`config.mk`:
```
export PLATFORM = sky130hd
export DESIGN_NAME = mem_access_unit
export DESIGN_NICKNAME = d
export VERILOG_FILES = /design/src/rtl/mem_access_unit_pkg.sv /design/src/rtl/mem_access_unit_load_align.sv /design/src/rtl/mem_access_unit.sv
export SDC_FILE = /design/constraint.sdc
export NUM_CORES = 1
export LEC_CHECK = 0
export ABC_AREA = 1
export CAP_MARGIN = 20
export CORE_UTILIZATION = 44
export DETAILED_ROUTE_END_ITERATION = 10
export PLACE_DENSITY = 0.85
export SYNTH_ARGS = -nofsm -noshare
export SYNTH_HDL_FRONTEND = slang
export SYNTH_SLANG_ARGS = --single-unit
```
`constraint.sdc`:
```
create_clock -name clk -period 6.5 [get_ports clk]
set_input_delay 1.3 -clock clk [delete_from_list [all_inputs] [get_ports clk]]
set_output_delay 1.3 -clock clk [all_outputs]
set_load 0.03 [all_outputs]
```
`src/rtl/mem_access_unit_pkg.sv`:
```
`default_nettype none
// ============================================================================
// Module      : mem_access_unit_pkg
// Description : Shared definitions for the MEM-stage load/store initiator.
//               Holds the FSM state encoding, RV32I funct3 width/sign codes,
//               byte-lane mask constants and the legality check helper.
// Ports       : none (package)
// Revision    : 1.0 - initial release
// ============================================================================
package mem_access_unit_pkg;

    // FSM state encoding
    localparam int         STATE_W    = 3;
    localparam logic [2:0] ST_IDLE    = 3'd0;
    localparam logic [2:0] ST_RD_REQ  = 3'd1;
    localparam logic [2:0] ST_RD_WAIT = 3'd2;
    localparam logic [2:0] ST_WR      = 3'd3;
    localparam logic [2:0] ST_RESP    = 3'd4;

    // funct3 codes (loads use all five, stores only the first three)
    localparam logic [2:0] F3_B  = 3'b000;
    localparam logic [2:0] F3_H  = 3'b001;
    localparam logic [2:0] F3_W  = 3'b010;
    localparam logic [2:0] F3_BU = 3'b100;
    localparam logic [2:0] F3_HU = 3'b101;

    // Byte-lane masks before shifting by the byte offset
    localparam logic [3:0] MASK_B = 4'b0001;
    localparam logic [3:0] MASK_H = 4'b0011;
    localparam logic [3:0] MASK_W = 4'b1111;

    // An op is legal when its funct3 is a known code for its direction and
    // the byte offset is naturally aligned for the access width.
    function automatic logic op_legal(input logic       we,
                                      input logic [2:0] f3,
                                      input logic [1:0] off);
        logic code_ok;
        logic align_ok;
        if (we) begin
            code_ok = (f3 == F3_B) || (f3 == F3_H) || (f3 == F3_W);
        end else begin
            code_ok = (f3 == F3_B) || (f3 == F3_H) || (f3 == F3_W) ||
                      (f3 == F3_BU) || (f3 == F3_HU);
        end
        case (f3[1:0])
            2'b01:   align_ok = ~off[0];
            2'b10:   align_ok = (off == 2'b00);
            default: align_ok = 1'b1;
        endcase
        return code_ok && align_ok;
    endfunction

endpackage
`default_nettype wire

```
`src/rtl/mem_access_unit_load_align.sv`:
```
`default_nettype none
// ============================================================================
// Module      : load_align
// Description : Combinational load-data extraction. Shifts the addressed
//               byte/halfword down to lane 0 and sign- or zero-extends it
//               according to funct3.
// Ports       : read_data [31:0] in  - raw memory word
//               offset    [1:0]  in  - byte offset within the word
//               funct3    [2:0]  in  - load width/sign code
//               result    [31:0] out - extended load value
// Revision    : 1.0 - initial release
// ============================================================================
module load_align
    import mem_access_unit_pkg::*;
(
    input  logic [31:0] read_data,
    input  logic [1:0]  offset,
    input  logic [2:0]  funct3,
    output logic [31:0] result
);

    logic [31:0] w_shifted;

    // Word loads are always at offset 0, so the shifted word is the raw word.
    assign w_shifted = read_data >> {offset, 3'b000};

    always_comb begin
        result = w_shifted;
        case (funct3)
            F3_B:    result = {{24{w_shifted[7]}}, w_shifted[7:0]};
            F3_H:    result = {{16{w_shifted[15]}}, w_shifted[15:0]};
            F3_BU:   result = {24'd0, w_shifted[7:0]};
            F3_HU:   result = {16'd0, w_shifted[15:0]};
            default: result = w_shifted;
        endcase
    end

endmodule
`default_nettype wire

```
`src/rtl/mem_access_unit.sv`:
```
`default_nettype none
// ============================================================================
// Module      : mem_access_unit
// Description : MEM-stage load/store initiator. Converts a pipeline memory
//               op into single-cycle data-memory requests, builds byte masks
//               and replicated store data, waits for read data with a
//               timeout, aligns/extends loads and stalls the pipeline until
//               the access completes. Flags illegal ops and read timeouts.
// Ports       : clk, rst                       - clock, async active-high reset
//               mem_req, mem_we, funct3, addr,
//               store_data                     - pipeline op in
//               stall, done, load_data, fault  - pipeline status out
//               request, load, w_en, address,
//               write_data, masking            - memory request out
//               valid, read_data               - memory response in
// Revision    : 1.0 - initial release
// ============================================================================
module mem_access_unit
    import mem_access_unit_pkg::*;
#(
    parameter int ADDR_W  = 8,
    parameter int TIMEOUT = 15
) (
    input  logic              clk,
    input  logic              rst,
    input  logic              mem_req,
    input  logic              mem_we,
    input  logic [2:0]        funct3,
    input  logic [31:0]       addr,
    input  logic [31:0]       store_data,
    output logic              stall,
    output logic              done,
    output logic [31:0]       load_data,
    output logic              fault,
    output logic              request,
    output logic              load,
    output logic              w_en,
    output logic [ADDR_W-1:0] address,
    output logic [31:0]       write_data,
    output logic [3:0]        masking,
    input  logic              valid,
    input  logic [31:0]       read_data
);

    localparam int                c_cnt_w    = (TIMEOUT > 1) ? $clog2(TIMEOUT) : 1;
    localparam logic [c_cnt_w-1:0] c_cnt_last = c_cnt_w'(TIMEOUT - 1);

    logic [STATE_W-1:0] r_state;
    logic [STATE_W-1:0] w_next_state;
    logic [c_cnt_w-1:0] r_cnt;
    logic [ADDR_W-1:0]  r_address;
    logic [31:0]        r_write_data;
    logic [3:0]         r_masking;
    logic [2:0]         r_funct3;
    logic [1:0]         r_off;
    logic [31:0]        r_load_data;
    logic               r_timeout;

    logic               w_legal;
    logic               w_take;
    logic               w_accept;
    logic [3:0]         w_st_mask;
    logic [31:0]        w_st_data;
    logic [31:0]        w_aligned;
    logic               w_unused_addr_hi;

    assign w_unused_addr_hi = &{1'b0, addr[31:ADDR_W+2]};

    assign w_legal  = op_legal(mem_we, funct3, addr[1:0]);
    // Requests are not taken while reset is asserted, so every output reads
    // zero during reset even if the pipeline still holds mem_req high.
    assign w_take   = mem_req && !rst;
    assign w_accept = (r_state == ST_IDLE) && w_take && w_legal;

    // Store lane placement: shift the mask to the byte offset and replicate
    // the data so the addressed lanes carry the right bytes.
    always_comb begin
        w_st_mask = MASK_W;
        w_st_data = store_data;
        case (funct3[1:0])
            2'b00: begin
                w_st_mask = MASK_B << addr[1:0];
                w_st_data = {4{store_data[7:0]}};
            end
            2'b01: begin
                w_st_mask = MASK_H << addr[1:0];
                w_st_data = {2{store_data[15:0]}};
            end
            default: begin
                w_st_mask = MASK_W;
                w_st_data = store_data;
            end
        endcase
    end

    load_align u_load_align (
        .read_data (read_data),
        .offset    (r_off),
        .funct3    (r_funct3),
        .result    (w_aligned)
    );

    // State register
    always_ff @(posedge clk or posedge rst) begin
        if (rst) begin
            r_state <= ST_IDLE;
        end else begin
            r_state <= w_next_state;
        end
    end

    // Next state and outputs. Bus strobes depend only on r_state; the IDLE
    // accept/illegal responses are combinational on the presented op.
    always_comb begin
        w_next_state = r_state;
        stall        = 1'b0;
        done         = 1'b0;
        fault        = 1'b0;
        request      = 1'b0;
        load         = 1'b0;
        w_en         = 1'b0;
        case (r_state)
            ST_IDLE: begin
                if (w_take) begin
                    if (w_legal) begin
                        stall        = 1'b1;
                        w_next_state = mem_we ? ST_WR : ST_RD_REQ;
                    end else begin
                        done  = 1'b1;
                        fault = 1'b1;
                    end
                end
            end
            ST_RD_REQ: begin
                stall        = 1'b1;
                request      = 1'b1;
                load         = 1'b1;
                w_next_state = ST_RD_WAIT;
            end
            ST_RD_WAIT: begin
                stall = 1'b1;
                if (valid || (r_cnt == c_cnt_last)) begin
                    w_next_state = ST_RESP;
                end
            end
            ST_WR: begin
                stall        = 1'b1;
                request      = 1'b1;
                w_en         = 1'b1;
                w_next_state = ST_RESP;
            end
            ST_RESP: begin
                done         = 1'b1;
                fault        = r_timeout;
                w_next_state = ST_IDLE;
            end
            default: begin
                w_next_state = ST_IDLE;
            end
        endcase
    end

    // Datapath: request latches, timeout counter and load result
    always_ff @(posedge clk or posedge rst) begin
        if (rst) begin
            r_cnt        <= '0;
            r_address    <= '0;
            r_write_data <= '0;
            r_masking    <= '0;
            r_funct3     <= '0;
            r_off        <= '0;
            r_load_data  <= '0;
            r_timeout    <= 1'b0;
        end else begin
            if (w_accept) begin
                r_address    <= addr[ADDR_W+1:2];
                r_masking    <= mem_we ? w_st_mask : 4'b0000;
                r_write_data <= w_st_data;
                r_funct3     <= funct3;
                r_off        <= addr[1:0];
                r_timeout    <= 1'b0;
            end
            case (r_state)
                ST_RD_REQ: begin
                    r_cnt <= '0;
                end
                ST_RD_WAIT: begin
                    if (valid) begin
                        r_load_data <= w_aligned;
                    end else if (r_cnt == c_cnt_last) begin
                        r_load_data <= '0;
                        r_timeout   <= 1'b1;
                    end else begin
                        r_cnt <= r_cnt + c_cnt_w'(1);
                    end
                end
                default: begin
                end
            endcase
        end
    end

    assign address    = r_address;
    assign write_data = r_write_data;
    assign masking    = r_masking;
    assign load_data  = r_load_data;

endmodule
`default_nettype wire
```
==> out/results.tsv, run 1 <==
metric	value	unit
outcome	completed	
Syn Std Cell Area	4690	um^2
final hold viol count	0	
CTS Hold Bufs	0	
layout cells sized above 1	0.0764	
Pint	1570	uW
power share of the clock group	0.149	
area of the die	11100	um^2
most frequent cell after synthesis	nand2_1	
Final TNS setup	0	ns
Die Y	105	um
share of the synthesized area in the top cell type	0.474	
grt ovf	0	
Seq pwr share	0.333	
Least-Margin Pin Slew	1.04	ns
Final nets	876	
Simple-Gate Fraction of Synth Area	0.262	
crit path DAT	4.12	ns
Async SR Flop Fraction	1.00	
endpoint class of the critical path	output pin	
Core Area	10300	um^2
sequential-to-total area share from yosys stat	0.474	
GPL Wtd Cong	0.905	
Setup Skew	0.0107	ns
Synth cell types	21	
Leakage	0.00313	uW
initial core utilization	0.455	
Combinational Power Share	0.517	
CP required	5.20	ns
fraction of the mapped netlist area in adder cells	0.0133	
Antenna diodes	0	
Slew headroom	0.305	
hold_sp	load_data[19]$_DFFE_PP0P_	
Layout area overhead	39.1	%
fin worst setup slack	1.08	ns
Synth area leaders	dfrtp_1 (47%), nand2_1 (20%), o21ai_1 (4.8%)	
flops & latches, synth	89	
max-cap viol count	0	
crit share post-route	0.833	
worst reg2reg startpoint	r_off[0]$_DFFE_PP0P_	
fin. max-slew vios	0	
Mapped Cells	624	
DPL Wire Length	9810	um
largest net degree at the start of global routing	93	
Total GRT Usage	0.256	
synthesis warning total	0	
Num CTS Buffers	9	
initial antenna violation count	0	
crit path max fanout	13	
DRT Wirelength	13400	um
Clock transition at path regs	0.08	ns
time the worst path needs with I/O delays and setup	5.42	ns
Site Rows	37	
Port Buf Inserts	163	
Crit Reg-Reg Endpoint	load_data[30]$_DFFE_PP0P_	
Syn Nets	733	
DRC	0	
Final ANT Viol Nets	0	
dpl ws	1.10	ns
vias per cell	5.13	
Max Freq	185	MHz
synth cell count leaders	nand2_1 (251), dfrtp_1 (89), o21ai_1 (45)	
P_sw	1270	uW
clk sinks	89	
Root Driver	clkbuf_8	
Final Cell Area	6530	um^2
pwr dens	435	nW/um^2
largest family of logic cells by synthesized area	simple AND/OR/NAND/NOR gates	
Min-Delay Path Depth	2	
Peak supply drop	0.000264	V
Post-synth EDFFs	0	
r2r setup slk	3.99	ns
predominant post-synthesis flop cell	dfrtp_1	
biggest area consumer among synthesized cells	dfrtp_1	
maximum clock path buffer count	2	
XOR/XNOR Fraction of Synth Area	0.00187	
Util after Layout	0.633	
worst-skew pair later-pin latency	0.37	ns
Worst setup SP type	input port	
DP Area	6310	um^2
syn avg cell area	7.52	um^2
hold path endpoint	load_data[19]$_DFFE_PP0P_	
Setup Fix Bufs, Post-CTS	0	
FF-to-FF path depth	7	
Via Count	4657	
post-CTS sizing	0	
Crit Path Category	in -> out	
first-pass GRT wire length	22100	um
Switching Share	0.446	
clock tree from TritonCTS	yes	
H-tree Lvls	3	
WL per Instance	14.8	um
HP Class	reg -> reg	
# IOs	186	
drt first pass iters	6	
mux share of post-synthesis cell area	0	
RSZ-0062 raised after global routing	no	
vias in the first global route	4634	
initial drt markers	275	
# setup viols final	0	
compound-gate portion of the synthesized area	0.169	
Die W	105	um
==> layout make-up <==
cell class | count | area (um^2)
inverters | 42 | 159
well taps | 136 | 170
clock inverters | 7 | 95.1
flip-flops and latches | 89 | 2230
multi-input cells | 460 | 2110
clock buffers | 9 | 124
fillers | 862 | 3790
repair buffers | 165 | 1650
==> cells in the final DEF (no fill, tap or decap), drive strengths merged <==
| cell type | count |
|---|---|
| ha | 5 |
| o21ai | 99 |
| dfrtp | 89 |
| nor2 | 32 |
| xor2 | 1 |
| a21oi | 44 |
| clkinv | 2 |
| clkinvlp | 4 |
| clkdlybuf4s50 | 163 |
| nand3 | 27 |
| buf | 2 |
| inv | 41 |
| bufinv | 2 |
| nand2 | 252 |
| clkbuf | 9 |
==> power by group through the flow <==
| stage | clock network (uW) | registers [uW] | logic (uW) |
|---|---|---|---|
| floorplan | 0 | 1300 | 533 |
| global placement | 0 | 940 | 1450 |
| detailed placement | 0 | 949 | 1470 |
| CTS | 429 | 943 | 1480 |
| global route | 457 | 973 | 1580 |
| finish | 424 | 946 | 1470 |
==> metrics by stage <==
step	power, uW	hold WS [ns]	instances
after global placement	2390	0.464	892
after global routing	3010	0.508	908
after CTS	2850	0.488	908
after floorplan	1840	0.459	624
final	2840	0.485	908
after detailed placement	2420	0.464	892
==> sequential cells by signal (all words and copies together) (netlist names) <==
| name | flops |
|---|---|
| r_off | 2 |
| r_cnt | 4 |
| masking | 4 |
| r_timeout | 1 |
| r_state | 3 |
| load_data | 32 |
| write_data | 32 |
| address | 8 |
| r_funct3 | 3 |
==> worst max-delay path, stage by stage <==
cell	delay, ns
clkdlybuf4s50_1	0.49
inv_1	0.08
ha_1	0.35
nor2_1	0.66
a21oi_1	0.27
nand2_1	0.15
nand2_1	0.07
nand2_1	0.06
clkdlybuf4s50_1	0.68
==> worst max path at each step <==
stage | startpoint | to | cells after the start
after floorplan | rst | stall | 7
after global placement | funct3[1] | fault | 9
after detailed placement | funct3[1] | done | 9
after CTS | funct3[1] | done | 9
after global routing | funct3[1] | done | 9
final | funct3[1] | done | 9
==> routing by layer <==
layer,vias to the layer above,track usage,share of wire
met4,0,0.113,0.027
li1,2283,-,-
met2,218,0.412,0.46
met1,2128,0.313,0.41
met5,-,0,0
met3,28,0.0841,0.10
==> kinds of logic after synthesis <==
kind of cell | Yosys count
flops | 89
buf+inv | 75
compound gates | 143
xor+xnor | 1
simple gates | 311
fa+ha+maj | 5
Power figures use the tool's default switching activity.
==> run 2: changes to the inputs <==
--- a/config.mk
+++ b/config.mk
@@ -7,9 +7,9 @@
 export LEC_CHECK = 0
 export ABC_AREA = 1
 export CAP_MARGIN = 20
-export CORE_UTILIZATION = 44
+export CORE_UTILIZATION = 40
 export DETAILED_ROUTE_END_ITERATION = 10
-export PLACE_DENSITY = 0.85
+export PLACE_DENSITY = 0.82
 export SYNTH_ARGS = -nofsm -noshare
 export SYNTH_HDL_FRONTEND = slang
 export SYNTH_SLANG_ARGS = --single-unit
==> constraint.sdc (replaced) <==
create_clock -name clk -period 4.76 [get_ports clk]
set_input_delay 0.952 -clock clk [delete_from_list [all_inputs] [get_ports clk]]
set_output_delay 0.952 -clock clk [all_outputs]
set_load 0.03 [all_outputs]
==> run 2 against run 1 <==
Clock power increased by 92%. Count of clock-buffer cells in the layout did not move. Flip-flop and latch count unchanged. Clock skew fell by 0.0052 ns. First-iteration DRC count grew 6.2%. Global-route usage down 3.1 points. Largest cell class unchanged. Cell count grew 0.99%. Non-clock buffer count is 2 higher. Register-to-register slack lost 1.8 ns. Setup slack got worse by 0.70 ns. Combinational power rose by 37%. Design area up 2.3%.
==> out/results.tsv, run 2 (synthesis results as in run 1) <==
metric	value	unit
Final ANT Viol Nets	0	
time the worst path needs with I/O delays and setup	4.38	ns
vias in the first global route	4247	
CP peak stage delay	0.59	ns
dpl ws	0.379	ns
crit path cell chain	clkdlybuf4s50_1 > inv_1 > ha_1 > nor2_1 > buf_4 > a21oi_1 > nand2_1 > nand2_1 > nand2_1 > clkdlybuf4s50_1	
Worst setup SP type	input port	
pwr dens	614	nW/um^2
Util after Layout	0.585	
Hold Slack	0.474	ns
# IOs	186	
layout cells sized above 1	0.0788	
clock tree from TritonCTS	yes	
Layout area overhead	42.3	%
crit path max fanout	13	
crit path DAT	3.43	ns
number of fill cells	1057	
CP max stage cell	clkdlybuf4s50_1	
outcome	completed	
Leakage	0.00320	uW
Num CTS Buffers	9	
Setup Skew	0.00545	ns
Die Y	110	um
Final TNS setup	0	ns
largest net degree at the start of global routing	93	
clk sinks	89	
Via Count	4577	
max-cap viol count	0	
worst-skew pair later-pin latency	0.34	ns
initial core utilization	0.411	
DPL Wire Length	9450	um
fin. max-slew vios	0	
Core Area	11400	um^2
RSZ-0062 raised after global routing	no	
# setup viols final	0	
final hold viol count	0	
drt first pass iters	4	
vias per cell	4.99	
Peak supply drop	0.000355	V
Setup Fix Bufs, Post-CTS	0	
WL per Instance	14.4	um
Clock transition at path regs	0.06	ns
Least-Margin Pin Slew	1.05	ns
DRT Wirelength	13200	um
post-CTS sizing	0	
Site Rows	39	
Final nets	878	
Crit Path Category	in -> out	
DRC	0	
Max Freq	228	MHz
Root Driver	clkbuf_16	
Slew headroom	0.297	
Total GRT Usage	0.225	
Port Buf Inserts	163	
most frequent cells in the layout	nand2_1 (251), clkdlybuf4s50_1 (163), dfrtp_1 (89), o21ai_1 (45), a21oi_1 (44)	
GPL Wtd Cong	0.909	
CP required	3.81	ns
endpoint class of the critical path	output pin	
first-pass GRT wire length	20700	um
initial drt markers	292	
CTS Hold Bufs	0	
commonest non-fill, non-tap cell in the layout	nand2_1	
grt ovf	0	
crit share post-route	0.920	
fin worst setup slack	0.381	ns
most used cell, CP	nand2_1	
Antenna diodes	0	
HP Class	reg -> reg	
initial antenna violation count	0	
area of the die	12200	um^2
Die W	110	um
maximum clock path buffer count	2	
H-tree Lvls	3	
## run 2: cell count changes in the layout (fill, tap and decap cells not counted), sizes merged
cell and change:
bufinv +1, clkinvlp -2, buf +2, inv +1
## run 2: critical path: cells and delay by family
kind	cells	cell delay, ns
AND/OR/NAND/NOR	4	0.40
adder cells (fa/ha/maj)	1	0.47
buffers and inverters	4	1.32
AO/OA/AOI/OAI	1	0.29
## run 2: per-layer routing
| metal | vias to the layer above | global-route usage | routed length [um] | share of wire |
|---|---|---|---|---|
| met3 | 15 | 0.0723 | 1320 | 0.10 |
| met4 | 0 | 0.0789 | 189 | 0.014 |
| met2 | 174 | 0.366 | 6160 | 0.47 |
| li1 | 2281 | - | - | - |
| met5 | - | 0 | 0 | 0 |
| met1 | 2107 | 0.279 | 5520 | 0.42 |
## run 2: area by class of cell
cell class,count,area [um^2],share of cell area
Clock inverter,7,119,0.0178
Clock buffer,9,225,0.0337
Inverter,42,160,0.0240
Tap cell,143,179,0.0268
Multi-Input combinational cell,460,2110,0.316
Sequential cell,89,2230,0.333
Timing Repair Buffer,167,1660,0.249
## run 2: worst paths after layout
check                                       start                    endpoint  slack [ns]  depth (start not counted)
setup / recovery                        funct3[1]                        done        0.38                         10
hold / removal             address[4]$_DFFE_PP0P_      address[4]$_DFFE_PP0P_        0.47                          2
setup reg to reg             r_off[0]$_DFFE_PP0P_   load_data[26]$_DFFE_PP0P_        2.21                          7
hold reg to reg            address[4]$_DFFE_PP0P_      address[4]$_DFFE_PP0P_        0.47                          2
max in group asynchronous                     rst  write_data[14]$_DFFE_PP0P_        2.62                          4
min in group asynchronous                     rst    load_data[5]$_DFFE_PP0P_        1.12                          3
## run 2: report_power, final
part	internal (uW)	leakage [uW]	switching, uW	total, uW
Clock	513	0.000162	299	812
Sequential	1060	0.00113	230	1290
Combinational	799	0.00191	1210	2010
## run 2: metrics by stage
step | cells | area, um^2 | power, uW
final | 917 | 6680 | 4110
after floorplan | 624 | 4700 | 2510
after CTS | 917 | 6680 | 4140
after global routing | 917 | 6680 | 4360
after detailed placement | 901 | 6340 | 3300
after global placement | 901 | 6340 | 3270
